### src/rtl/rtlmem_rdctl_if.sv
// rtlmem_rdctl_if: request/response stream and memory read-port bundle.
// master = requester + memory side, slave = controller (rtlmem_rdctl).
interface rtlmem_rdctl_if #(
  parameter int G_RDADDR  = 10,
  parameter int G_RDWIDTH = 16
);
  logic                 req_vld;
  logic                 req_rdy;
  logic [G_RDADDR-1:0]  req_addr;
  logic                 memre;
  logic [G_RDADDR-1:0]  memra;
  logic [G_RDWIDTH-1:0] memdo;
  logic                 rsp_vld;
  logic                 rsp_rdy;
  logic [G_RDWIDTH-1:0] rsp_dat;

  modport master (
    output req_vld, req_addr, rsp_rdy, memdo,
    input  req_rdy, memre, memra, rsp_vld, rsp_dat
  );

  modport slave (
    input  req_vld, req_addr, rsp_rdy, memdo,
    output req_rdy, memre, memra, rsp_vld, rsp_dat
  );
endinterface

### src/rtl/rtlmem_rdctl.sv
// rtlmem_rdctl: read client for a G_LAT-cycle memory read port.
// Ports: clk, rst (sync, active-high), clrrdy (accept enable),
//   bus (slave: req_vld/req_rdy/req_addr, memre/memra/memdo,
//   rsp_vld/rsp_rdy/rsp_dat). Define RTLMEM_RDCTL_STAT_EN to add
//   stat_rdcnt / stat_stall saturating 32-bit counters.
module rtlmem_rdctl #(
  parameter int G_RDADDR  = 10,
  parameter int G_RDWIDTH = 16,
  parameter int G_LAT     = 2,
  parameter int G_FDEPTH  = 4,
  parameter logic [G_RDWIDTH-1:0] G_RST_VAL = {G_RDWIDTH{1'b0}}
) (
  input  logic                clk,
  input  logic                rst,
  input  logic                clrrdy,
`ifdef RTLMEM_RDCTL_STAT_EN
  output logic [31:0]         stat_rdcnt,
  output logic [31:0]         stat_stall,
`endif
  rtlmem_rdctl_if.slave       bus
);

  localparam int CW = $clog2(G_FDEPTH + 1);
  localparam int PW = (G_FDEPTH > 1) ? $clog2(G_FDEPTH) : 1;
  localparam logic [CW-1:0] C_DEPTH = CW'(G_FDEPTH);
  localparam logic [PW-1:0] C_PLAST = PW'(G_FDEPTH - 1);

  logic [CW-1:0]        r_occ;
  logic [G_LAT-1:0]     r_sr;
  logic [G_RDWIDTH-1:0] r_mem [G_FDEPTH];
  logic [PW-1:0]        r_wp;
  logic [PW-1:0]        r_rp;
  logic [CW-1:0]        r_cnt;

  logic w_rdy;
  logic w_issue;
  logic w_vld;
  logic w_pop;
  logic w_push;

  function automatic logic [PW-1:0] f_nxt(input logic [PW-1:0] p);
    return (p == C_PLAST) ? '0 : p + PW'(1);
  endfunction

  // occ covers reads in flight plus stored words, so bounding
  // it by the FIFO depth guarantees every return has a slot.
  assign w_rdy   = clrrdy & ~rst & (r_occ < C_DEPTH);
  assign w_issue = bus.req_vld & w_rdy;
  assign w_vld   = ~rst & (r_cnt != '0);
  assign w_pop   = w_vld & bus.rsp_rdy;
  assign w_push  = r_sr[G_LAT-1];

  assign bus.req_rdy = w_rdy;
  assign bus.memre   = w_issue;
  assign bus.memra   = rst ? '0 : bus.req_addr;
  assign bus.rsp_vld = w_vld;
  assign bus.rsp_dat = rst ? G_RST_VAL : r_mem[r_rp];

  always_ff @(posedge clk) begin
    if (rst) begin
      r_occ <= '0;
    end else begin
      unique case ({w_issue, w_pop})
        2'b10:   r_occ <= r_occ + CW'(1);
        2'b01:   r_occ <= r_occ - CW'(1);
        default: r_occ <= r_occ;
      endcase
    end
  end

  // Valid pipe mirrors memory latency; its tail marks memdo valid.
  always_ff @(posedge clk) begin
    if (rst) begin
      r_sr <= '0;
    end else begin
      r_sr[0] <= w_issue;
      for (int i = 1; i < G_LAT; i++) begin
        r_sr[i] <= r_sr[i-1];
      end
    end
  end

  // Storage is reset so the head word reads G_RST_VAL when empty.
  always_ff @(posedge clk) begin
    if (rst) begin
      for (int i = 0; i < G_FDEPTH; i++) begin
        r_mem[i] <= G_RST_VAL;
      end
      r_wp  <= '0;
      r_rp  <= '0;
      r_cnt <= '0;
    end else begin
      if (w_push) begin
        r_mem[r_wp] <= bus.memdo;
        r_wp        <= f_nxt(r_wp);
      end
      if (w_pop) begin
        r_rp <= f_nxt(r_rp);
      end
      unique case ({w_push, w_pop})
        2'b10:   r_cnt <= r_cnt + CW'(1);
        2'b01:   r_cnt <= r_cnt - CW'(1);
        default: r_cnt <= r_cnt;
      endcase
    end
  end

  a_no_ovf: assert property (
    @(posedge clk) disable iff (rst)
    !(w_push && !w_pop && (r_cnt == C_DEPTH))
  );

`ifdef RTLMEM_RDCTL_STAT_EN
  logic [31:0] r_rdcnt;
  logic [31:0] r_stall;

  always_ff @(posedge clk) begin
    if (rst) begin
      r_rdcnt <= '0;
      r_stall <= '0;
    end else begin
      if (w_issue && (r_rdcnt != '1)) begin
        r_rdcnt <= r_rdcnt + 32'd1;
      end
      if (bus.req_vld && !w_rdy && (r_stall != '1)) begin
        r_stall <= r_stall + 32'd1;
      end
    end
  end

  assign stat_rdcnt = r_rdcnt;
  assign stat_stall = r_stall;
`endif

endmodule
### src/flat_wrapper.sv
// flat-port wrapper written by rule: the top's interface ports become plain ports
module rtlmem_rdctl_flat 
#(
  parameter int G_RDADDR  = 10,
  parameter int G_RDWIDTH = 16,
  parameter int G_LAT     = 2,
  parameter int G_FDEPTH  = 4,
  parameter logic [G_RDWIDTH-1:0] G_RST_VAL = {G_RDWIDTH{1'b0}}
)
  (clk, rst, clrrdy, bus_req_vld, bus_req_addr, bus_rsp_rdy, bus_memdo, bus_req_rdy, bus_memre, bus_memra, bus_rsp_vld, bus_rsp_dat);
  rtlmem_rdctl_if #(.G_RDADDR(G_RDADDR), .G_RDWIDTH(G_RDWIDTH)) bus_i ();
  input  logic clk;
  input  logic rst;
  input  logic clrrdy;
  input wire logic [$bits(bus_i.req_vld)-1:0] bus_req_vld;
  input wire logic [$bits(bus_i.req_addr)-1:0] bus_req_addr;
  input wire logic [$bits(bus_i.rsp_rdy)-1:0] bus_rsp_rdy;
  input wire logic [$bits(bus_i.memdo)-1:0] bus_memdo;
  output wire logic [$bits(bus_i.req_rdy)-1:0] bus_req_rdy;
  output wire logic [$bits(bus_i.memre)-1:0] bus_memre;
  output wire logic [$bits(bus_i.memra)-1:0] bus_memra;
  output wire logic [$bits(bus_i.rsp_vld)-1:0] bus_rsp_vld;
  output wire logic [$bits(bus_i.rsp_dat)-1:0] bus_rsp_dat;
  assign bus_i.req_vld = bus_req_vld;
  assign bus_i.req_addr = bus_req_addr;
  assign bus_i.rsp_rdy = bus_rsp_rdy;
  assign bus_i.memdo = bus_memdo;
  assign bus_req_rdy = bus_i.req_rdy;
  assign bus_memre = bus_i.memre;
  assign bus_memra = bus_i.memra;
  assign bus_rsp_vld = bus_i.rsp_vld;
  assign bus_rsp_dat = bus_i.rsp_dat;
  rtlmem_rdctl #(.G_RDADDR(G_RDADDR), .G_RDWIDTH(G_RDWIDTH), .G_LAT(G_LAT), .G_FDEPTH(G_FDEPTH), .G_RST_VAL(G_RST_VAL)) u_core (.clk(clk), .rst(rst), .clrrdy(clrrdy), .bus(bus_i));
endmodule
### config.mk
export PLATFORM = sky130hd
export DESIGN_NAME = rtlmem_rdctl_flat
export DESIGN_NICKNAME = d
export VERILOG_FILES = /design/src/rtl/rtlmem_rdctl_if.sv /design/src/rtl/rtlmem_rdctl.sv /design/src/flat_wrapper.sv
export SDC_FILE = /design/constraint.sdc
export NUM_CORES = 1
export LEC_CHECK = 0
export CAP_MARGIN = 20
export CORE_UTILIZATION = 48
export DETAILED_ROUTE_END_ITERATION = 8
export PLACE_DENSITY = 0.8
export RECOVER_POWER = 50
export SETUP_SLACK_MARGIN = 0.4
export SLEW_MARGIN = 40
export SYNTH_ARGS = -nofsm -noshare
export SYNTH_HDL_FRONTEND = slang
export SYNTH_SLANG_ARGS = --single-unit
### constraint.sdc
create_clock -name clk -period 2.2 [get_ports clk]
set_input_delay 0.33 -clock clk [delete_from_list [all_inputs] [get_ports clk]]
set_output_delay 0.33 -clock clk [all_outputs]
set_load 0.01 [all_outputs]
## Word-level counts from Yosys, hierarchy flattened

Memory sizes are Yosys's and may differ from the RTL's. A register that Yosys moved wholly into a read port is not among the register bits.
Cells that the tools add are included.

| storage, ports and cells | value |
|---|---|
| RAM bits | 64 |
| memories kept | 1 |
| register bits | 12 |
| input port bits | 31 |

Memories:

| memory | words | width | rd ports | clocked after Yosys merged registers in | write ports | line | RTL |
|---|---|---|---|---|---|---|---|
| u_core.r_mem | 4 | 16 | 1 | 1 | 4 | rtlmem_rdctl.sv:30 | `logic [G_RDWIDTH-1:0] r_mem [G_FDEPTH];` |

| operators by class | value |
|---|---|
| order comparisons | 1 |
| $add $sub $neg | 6 |
| bitwise gates (word level) | 6 |
| reductions and logical operators | 4 |
| multiplexer cells | 16 |
| eq/ne operators | 6 |

Operator list:

| cell | number |
|---|---|
| $mux W16 | 2 |
| $reduce_or A16 Y1 | 1 |
| $pmux W3 S2 | 2 |
| $mux W10 | 1 |
| $mux W2 | 5 |
| $eq A2 B2 Y1 const B | 4 |
| $add A3 B1 Y3 const B | 2 |
| $mux W1 | 6 |
| $sub A3 B1 Y3 const B | 2 |
| $and A1 B1 Y1 | 5 |
| $add A2 B1 Y2 const B | 2 |
| $eq A2 B1 Y1 const B | 2 |
| $reduce_bool A2 Y1 | 2 |
| $lt A3 B3 Y1 const B | 1 |
| $reduce_bool A3 Y1 | 1 |
| $not A1 Y1 | 1 |

## Depth between registers and ports, before layout

Gate-level depths: netlist (run 1).

| logic depth | value |
|---|---|
| word-level depth | 6 |
| gate-level depth with buffers | 9 |
| mapped depth without buffers | 8 |

## Worst setup path after synthesis (run 1)

OpenSTA, ideal clock, no wires.

| timing path | value |
|---|---|
| path type | in2reg |
| from | input port rst |
| to | register u_core.r_cnt[2] |
| buffers on the path | 1 |
| setup time | 0.071 ns |
| stages | 8 |
| slack | 0.061 ns |
| required time | 2.129 ns |
| arrival time | 2.069 ns |
| cell sequence | buf_6 -> nor3b_1 -> ha_1 -> inv_1 -> fa_1 -> xor2_1 -> or3_1 -> a21oi_1 |

| on the way | value |
|---|---|
| word-level cells in the longest chain between the ends | 5 |
| elaborated cells on any way between the ends | 7 |
| those cells by class | 2 x eq/ne; 1 x mux; 3 x bitwise; 1 x reduce/logical |

Ends and longest elaborated chain:

| item | line | RTL |
|---|---|---|
| start, declared | flat_wrapper.sv:13 | `input logic rst;` |
| $not A1 Y1 | rtlmem_rdctl.sv:49 | `assign w_vld = ~rst & (r_cnt != '0);` |
| $and A1 B1 Y1 | rtlmem_rdctl.sv:49 |  |
| $and A1 B1 Y1 | rtlmem_rdctl.sv:50 | `assign w_pop = w_vld & bus.rsp_rdy;` |
| $eq A2 B1 Y1 or $eq A2 B2 Y1 (tied branches) | rtlmem_rdctl.sv:100 | `unique case ({w_push, w_pop})` |
| $pmux W3 S2 or $reduce_bool A2 Y1 (tied branches) | n/a |  |
| end signal, assigned | rtlmem_rdctl.sv:101 | `2'b10: r_cnt <= r_cnt + CW'(1);` |
| end signal, assigned | rtlmem_rdctl.sv:102 | `2'b01: r_cnt <= r_cnt - CW'(1);` |
| end signal, assigned | rtlmem_rdctl.sv:103 | `default: r_cnt <= r_cnt;` |
| end, declared | rtlmem_rdctl.sv:33 | `logic [CW-1:0] r_cnt;` |

Several ways; a longest one is shown, not always the timed one.
A chain may end at the register's enable or synchronous reset.

==> run_results.csv, run 1 <==
group,metric,value,unit
place,placed_area,4450,sq um
route,vias,2210,
worst_setup_path,crit_arrival,1.70,ns
clock_network,cts_made_buffers,9,
logic_synthesis,synthesis.nets,289,
worst_setup_path,cp.required,1.87,ns
floorplan,std_cell_rows,31,
clock_network,h-tree-depth,3,
floorplan,die_y,88.9,um
route,drt-total-wl,7.46,mm
power,p_leak,1.75,nW
final_layout,n_antenna_cell,0,
place,port_buffers,59,
route,viasPerCell,5.12,
place,gp_congestion,0.747,
route,first_iter_violations,144,
final_layout,fin_area,4630,sq um
timing,hold_viol_final,0,
job,drv_cap,0,
power,switchingPower,0.000670,W
logic_synthesis,yosys_warnings,0,
logic_synthesis,netlist_top_cells_count,"65 x and2_1, 64 x edfxtp_1, 29 x nor2b_1",
worst_hold_path,hold_path.class,"flop to flop",
status,outcome,"completed",
timing,fin_ws,0.166,ns
power,pwr-share-comb,9.7,%
global_routing,use_met3,3.79,%
global_routing,gr-total-overflow,0,
worst_hold_path,hp-start,"u_core.r_sr[0]$_SDFF_PP0_",
power,power_density,674,nW/um^2
logic_synthesis,yosysTopAreaCellShare,53.0,%
worst_hold_path,hold_path_end,"u_core.r_sr[1]$_SDFF_PP0_",
logic_synthesis,async_flop_share,0,%
place,place_ws,-0.251,ns
clock_network,clockBufferDepth,2,
floorplan,io_pins,60,
clock_network,cts.sinks,78,
global_routing,grt_pass1_vias,2247,
floorplan,dieArea,7910,sq um
timing,fmax,492,MHz
final_layout,fillers,580,
place,dp_hpwl,4.62,mm
final_layout,nNetsFinal,365,
route,first_pass_iters,4,
worst_setup_path,crit_path_max_fanout,8,
final_layout,seq_area,2210,sq um
route,post-route-drc-count,0,
global_routing,grt_max_degree,23,
logic_synthesis,synth.most_common_cell,"and2_1",
logic_synthesis,synth_seq_cells,78,
power,ir_worst_vdd,357,uV
logic_synthesis,yosys-top-cells-area,"edfxtp_1 53%, and2_1 11%, mux4_2 9.9%, dfxtp_1 7.7%, nor2b_1 5.0%",
floorplan,coreArea,7290,sq um
floorplan,die_w,88.9,um
global_routing,grt_pass1_wl,10.9,mm
clock_network,cts_tree,"built",
power,power,0.00312,W
worst_setup_path,reg2reg_from,"u_core.r_cnt[0]$_SDFFE_PP0P_",
global_routing,grt_use_met1,21.7,%
timing,tightest_slew,1.13,ns
timing,post-route-period-util,92.4,%
timing,skew,0.00861,ns
global_routing,busiest_layer,"met2",
clock_network,clkTransAtPathRegs,0.08,ns
logic_synthesis,synth_edf_count,64,
place,dp_cells,412,
timing,report.final.slew_viol_count,0,
logic_synthesis,synth_area,3630,sq um
clock_network,cts_hold_buf,0,
floorplan,start_util,49.8,%
timing,rsz0062_at_grt,"yes",
worst_setup_path,worstSetupPathType,"flop to primary output",
final_layout,multi_input_area,1380,sq um
worst_setup_path,reg2reg_to,"u_core.r_occ[2]$_SDFFE_PP0P_",
timing,setup_violations,0,
worst_setup_path,rr_worst_depth,8,
logic_synthesis,syn_avg_cell_area,14.4,sq um
logic_synthesis,synthFlopType,"edfxtp_1",
route,drtAntennaViolNets,0,
timing,finalCriticalPeriod,2.03,ns
power,seqPwrFrac,53.4,%
clock_network,ctsRootBufferMaster,"clkbuf_8",
worst_hold_path,min_path_cells,1,
final_layout,finalNonFillerCells,432,
global_routing,antenna_found_initial,0,
route,wl_per_cell,17.3,um
timing,slew_headroom,24.6,%
final_layout,fin_util,63.5,%
logic_synthesis,syn_inst,252,
worst_setup_path,worstSetupStartpointType,"flop",
worst_setup_path,r2r_setup_slack,0.22,ns
worst_setup_path,critPathCaptureType,"primary output",
logic_synthesis,ys_seq_area_share,60.7,%
global_routing,grt_util_all_layers,19.7,%
power,swShare,21.5,%
clock_network,clock_latency,0.35,ns
final_layout,drive_gt1_share,26.4,%
logic_synthesis,synth.distinct_cells,30,
final_layout,syn_to_final_growth,27.6,%
power,internal_power,0.00245,W
logic_synthesis,synth_top_cell_by_area,"edfxtp_1",
power,p_clk_share,36.9,%
global_routing,grt_use_met2,36.4,%
==> critical path, cell delays in order (launching register included) <==
cell,delay (ns)
dfxtp_4,0.40
buf_12,0.15
mux4_2,0.51
nor2b_4,0.14
buf_2,0.15
==> per-layer routing <==
metal | up-vias | part of all wire, %
li1 | 1043 | -
met1 | 1091 | 39
met2 | 61 | 55
met3 | 15 | 3.9
met4 | 0 | 2.2
met5 | - | 0
==> how the worst max path moves through the flow <==
stage	end	slack (ns)	depth (start not counted)
after floorplan	u_core.r_occ[2]$_SDFFE_PP0P_	0.32	9
after global placement	u_core.r_mem[3][3]$_DFFE_PP_	-0.20	4
after detailed placement	u_core.r_occ[2]$_SDFFE_PP0P_	-0.25	9
after CTS	bus_rsp_dat[2]	0.16	4
after global routing	u_core.r_occ[2]$_SDFFE_PP0P_	0.10	8
final	bus_rsp_dat[4]	0.17	4
==> cell type report <==
type	instances	share of cell area, %
well taps	99	2.68
multi-input cells	156	29.9
repair buffers	78	14.7
flip-flops and latches	78	47.7
clock inverters	6	1.87
clock buffers	10	2.76
inverters	5	0.406
==> state kept, by name (all words and copies together), names as in the netlist, named ones only <==
| signal | count |
|---|---|
| u_core.r_rp | 2 |
| u_core.r_cnt | 3 |
| u_core.r_mem | 64 |
| u_core.r_wp | 2 |
| u_core.r_sr | 2 |
| u_core.r_occ | 3 |
==> kinds of logic after synthesis <==
kind of cell,Yosys count,synth area share (%)
DFF,78,60.7
and+or+nand+nor,119,21.0
buffers and inverters,18,2.72
adders and majority gates,6,2.48
muxes,20,11.1
AOI/OAI and AO/OA,7,1.07
xor gates and xnor gates,4,0.966
==> timing repair <==
item / CTS / global route
gates resized for setup: 91 / 17
setup buffers: 3 / 0
gates cloned: 1 / 0
pin swaps: 3 / 3
endpoints found under the setup margin: 85 / 25
==> power groups by stage <==
stage               Clock, W  Sequential (W)  Combinational, W
finish               0.00115         0.00167          0.000303
global route         0.00121         0.00167          0.000325
CTS                  0.00117         0.00167          0.000315
detailed placement         0         0.00170          0.000308
global placement           0         0.00170          0.000301
floorplan                  0         0.00169          0.000149
==> per-stage QoR <==
step / hold slack (ns) / setup TNS, ns
after floorplan: 0.414 / 0
after global placement: 0.424 / -8.16
after detailed placement: 0.438 / -8.17
after CTS: 0.452 / 0
after global routing: 0.462 / 0
final: 0.447 / 0
==> cells in the final DEF, fill, tap and decap left out, types with 3 or more instances in the layout <==
| cell | netlist | layout |
|---|---|---|
| a21oi_1 | 4 | 3 |
| and2_0 | 0 | 14 |
| and2_1 | 65 | 51 |
| buf_2 | 2 | 11 |
| buf_4 | 1 | 8 |
| buf_6 | 3 | 5 |
| clkbuf_1 | 5 | 9 |
| clkbuf_2 | 2 | 4 |
| clkbuf_8 | 0 | 9 |
| clkdlybuf4s50_1 | 0 | 30 |
| dfxtp_1 | 14 | 11 |
| dlygate4sd2_1 | 0 | 5 |
| edfxtp_1 | 64 | 64 |
| ha_1 | 4 | 3 |
| inv_2 | 1 | 3 |
| mux4_2 | 16 | 16 |
| nor2_1 | 11 | 10 |
| nor2b_1 | 29 | 23 |
| nor2b_4 | 0 | 6 |
| nor3b_1 | 2 | 3 |
| or2_2 | 3 | 3 |
| xor2_1 | 3 | 3 |
No activity file was read; power rests on OpenSTA's default activity.
==> run 2: changes to the inputs <==
- SLEW_MARGIN: 40 -> unset
==> run_results.csv, run 2 (synthesis results as in run 1) <==
group,metric,value,unit
clock_network,cts_made_buffers,9,
floorplan,io_pins,60,
timing,skew,0.00909,ns
job,drv_cap,0,
clock_network,h-tree-depth,3,
final_layout,largest_register,"u_core.r_mem",
power,swShare,21.4,%
floorplan,die_y,88.9,um
final_layout,fin_util,63.9,%
worst_setup_path,worstSetupPathType,"flop to flop",
route,first_pass_iters,4,
timing,slew_headroom,57.7,%
final_layout,drive_gt1_share,26.3,%
route,post-route-drc-count,0,
clock_network,ctsRootBufferMaster,"clkbuf_8",
power,ir_worst_vdd,371,uV
timing,setup_violations,0,
worst_hold_path,hp-start,"u_core.r_sr[0]$_SDFF_PP0_",
timing,report.final.slew_viol_count,0,
worst_hold_path,hold_path.class,"flop to flop",
timing,tightest_slew,0.635,ns
final_layout,final_cell_mix,"64 x edfxtp_1, 49 x and2_1, 30 x clkdlybuf4s50_1",
worst_setup_path,r2r_setup_slack,0.15,ns
worst_setup_path,reg2reg_to,"u_core.r_occ[2]$_SDFFE_PP0P_",
timing,hold_viol_final,0,
power,seqPwrFrac,53.4,%
timing,finalSetupTns,0,ns
timing,finalCriticalPeriod,2.05,ns
power,p_leak,1.79,nW
final_layout,n_antenna_cell,0,
worst_setup_path,cp_cell_sequence,"nor3_4 > nor3b_4 > clkbuf_1 > ha_1 > fa_2 > xnor2_1 > or3_1 > a21oi_1",
route,first_iter_violations,114,
global_routing,grt_util_all_layers,19.9,%
worst_hold_path,min_path_cells,1,
place,dp_hpwl,4.64,mm
floorplan,coreArea,7290,sq um
worst_setup_path,rr_worst_depth,8,
global_routing,antenna_found_initial,0,
global_routing,gr-total-overflow,0,
route,drtAntennaViolNets,0,
final_layout,largest_reg_flops,64,
clock_network,cts_tree,"built",
route,drt-total-wl,7.40,mm
worst_setup_path,critPathBufInv,1,
place,port_buffers,59,
route,vias,2206,
floorplan,start_util,49.8,%
status,outcome,"completed",
worst_setup_path,crit_path_max_fanout,3,
final_layout,nNetsFinal,366,
place,gp_congestion,0.747,
clock_network,clkTransAtPathRegs,0.08,ns
timing,post-route-period-util,93.3,%
worst_setup_path,max_stage_delay,0.36,ns
power,p_clk_share,36.8,%
final_layout,final_common_cell,"edfxtp_1",
global_routing,grt_pass1_wl,11.0,mm
worst_setup_path,cp.required,2.48,ns
timing,rsz0062_at_grt,"yes",
clock_network,clockBufferDepth,2,
worst_setup_path,crit_slowest_cell,"dfxtp_4",
power,internal_power,0.00245,W
worst_setup_path,reg2reg_from,"u_core.r_cnt[1]$_SDFFE_PP0P_",
route,wl_per_cell,17.1,um
floorplan,std_cell_rows,31,
power,power_density,669,nW/um^2
worst_hold_path,hold_path_end,"u_core.r_sr[1]$_SDFF_PP0_",
clock_network,cts_hold_buf,0,
worst_setup_path,crit_arrival,2.33,ns
power,pwr-share-comb,9.8,%
route,viasPerCell,5.09,
floorplan,dieArea,7910,sq um
clock_network,clock_latency,0.35,ns
final_layout,syn_to_final_growth,28.5,%
worst_setup_path,worstSetupStartpointType,"flop",
final_layout,top_regs,"u_core.r_mem: 64 flops, u_core.r_cnt: 3 flops, u_core.r_occ: 3 flops",
floorplan,die_w,88.9,um
timing,fmax,487,MHz
power,switchingPower,0.000666,W
worst_setup_path,critPathCaptureType,"flop",
clock_network,cts.sinks,78,
global_routing,grt_max_degree,23,
global_routing,grt_pass1_vias,2209,
worst_setup_path,crit_family,"simple AND/OR/NAND/NOR gates",
-- run 2: cell count changes in the layout (fill, tap and decap cells not counted), sizes merged --
cell	delta
dlymetal6s2s	+2
dlygate4sd2	+1
buf	-1
clkbuf	-1
-- run 2: how the worst max path moves through the flow --
stage | startpoint | endpoint | slack [ns] | cells after the start
6_report | u_core.r_cnt[1]$_SDFFE_PP0P_ | u_core.r_occ[2]$_SDFFE_PP0P_ | 0.15 | 8
2_1_floorplan | rst | u_core.r_occ[2]$_SDFFE_PP0P_ | 0.32 | 9
3_5_place_dp | rst | u_core.r_occ[2]$_SDFFE_PP0P_ | -0.23 | 9
3_3_place_gp | rst | u_core.r_mem[3][3]$_DFFE_PP_ | -0.20 | 4
4_1_cts | flop | bus_rsp_dat[2] | 0.16 | 4
5_1_grt | u_core.r_cnt[0]$_SDFFE_PP0P_ | u_core.r_occ[2]$_SDFFE_PP0P_ | 0.08 | 8
-- run 2: cell type report --
type	count	area [sq um]
clock buffers	10	128
clock inverters	6	86.3
fillers	578	2630
inverters	5	18.8
multi-input cells	156	1380
flip-flops and latches	78	2210
well taps	99	124
repair buffers	79	713
-- run 2: through the flow --
step | total power, W | hold slack [ns] | area, sq um | worst slack (ns) | instances
final | 0.00312 | 0.440 | 4660 | 0.148 | 433
after global routing | 0.00321 | 0.471 | 4660 | 0.0772 | 433
after CTS | 0.00315 | 0.451 | 4740 | 0.159 | 432
after detailed placement | 0.00201 | 0.431 | 4450 | -0.233 | 412
after global placement | 0.00200 | 0.424 | 4450 | -0.197 | 412
after floorplan | 0.00184 | 0.414 | 3670 | 0.318 | 252
-- run 2: power groups by stage --
stage	Clock [W]	Sequential, W	Combinational [W]
final	0.00115	0.00167	0.000305
after global routing	0.00121	0.00167	0.000327
after CTS	0.00117	0.00167	0.000321
after detailed placement	0	0.00170	0.000308
after global placement	0	0.00170	0.000301
after floorplan	0	0.00169	0.000149
-- run 2: per-layer routing --
| layer | global-route usage, % | up-vias | part of all wire, % |
|---|---|---|---|
| met5 | 0 | - | 0 |
| met4 | 8.23 | 0 | 1.4 |
| met3 | 3.42 | 9 | 3.5 |
| met2 | 36.6 | 52 | 56 |
| met1 | 23.2 | 1104 | 39 |
| li1 | - | 1041 | - |
-- run 2: what timing repair did --
action,CTS,global route
cloned,1,0
endpoints found under the setup margin,101,24
resized for setup,101,11
endpoints found under the hold margin,0,0
pin swaps,3,2
buffers inserted,3,0
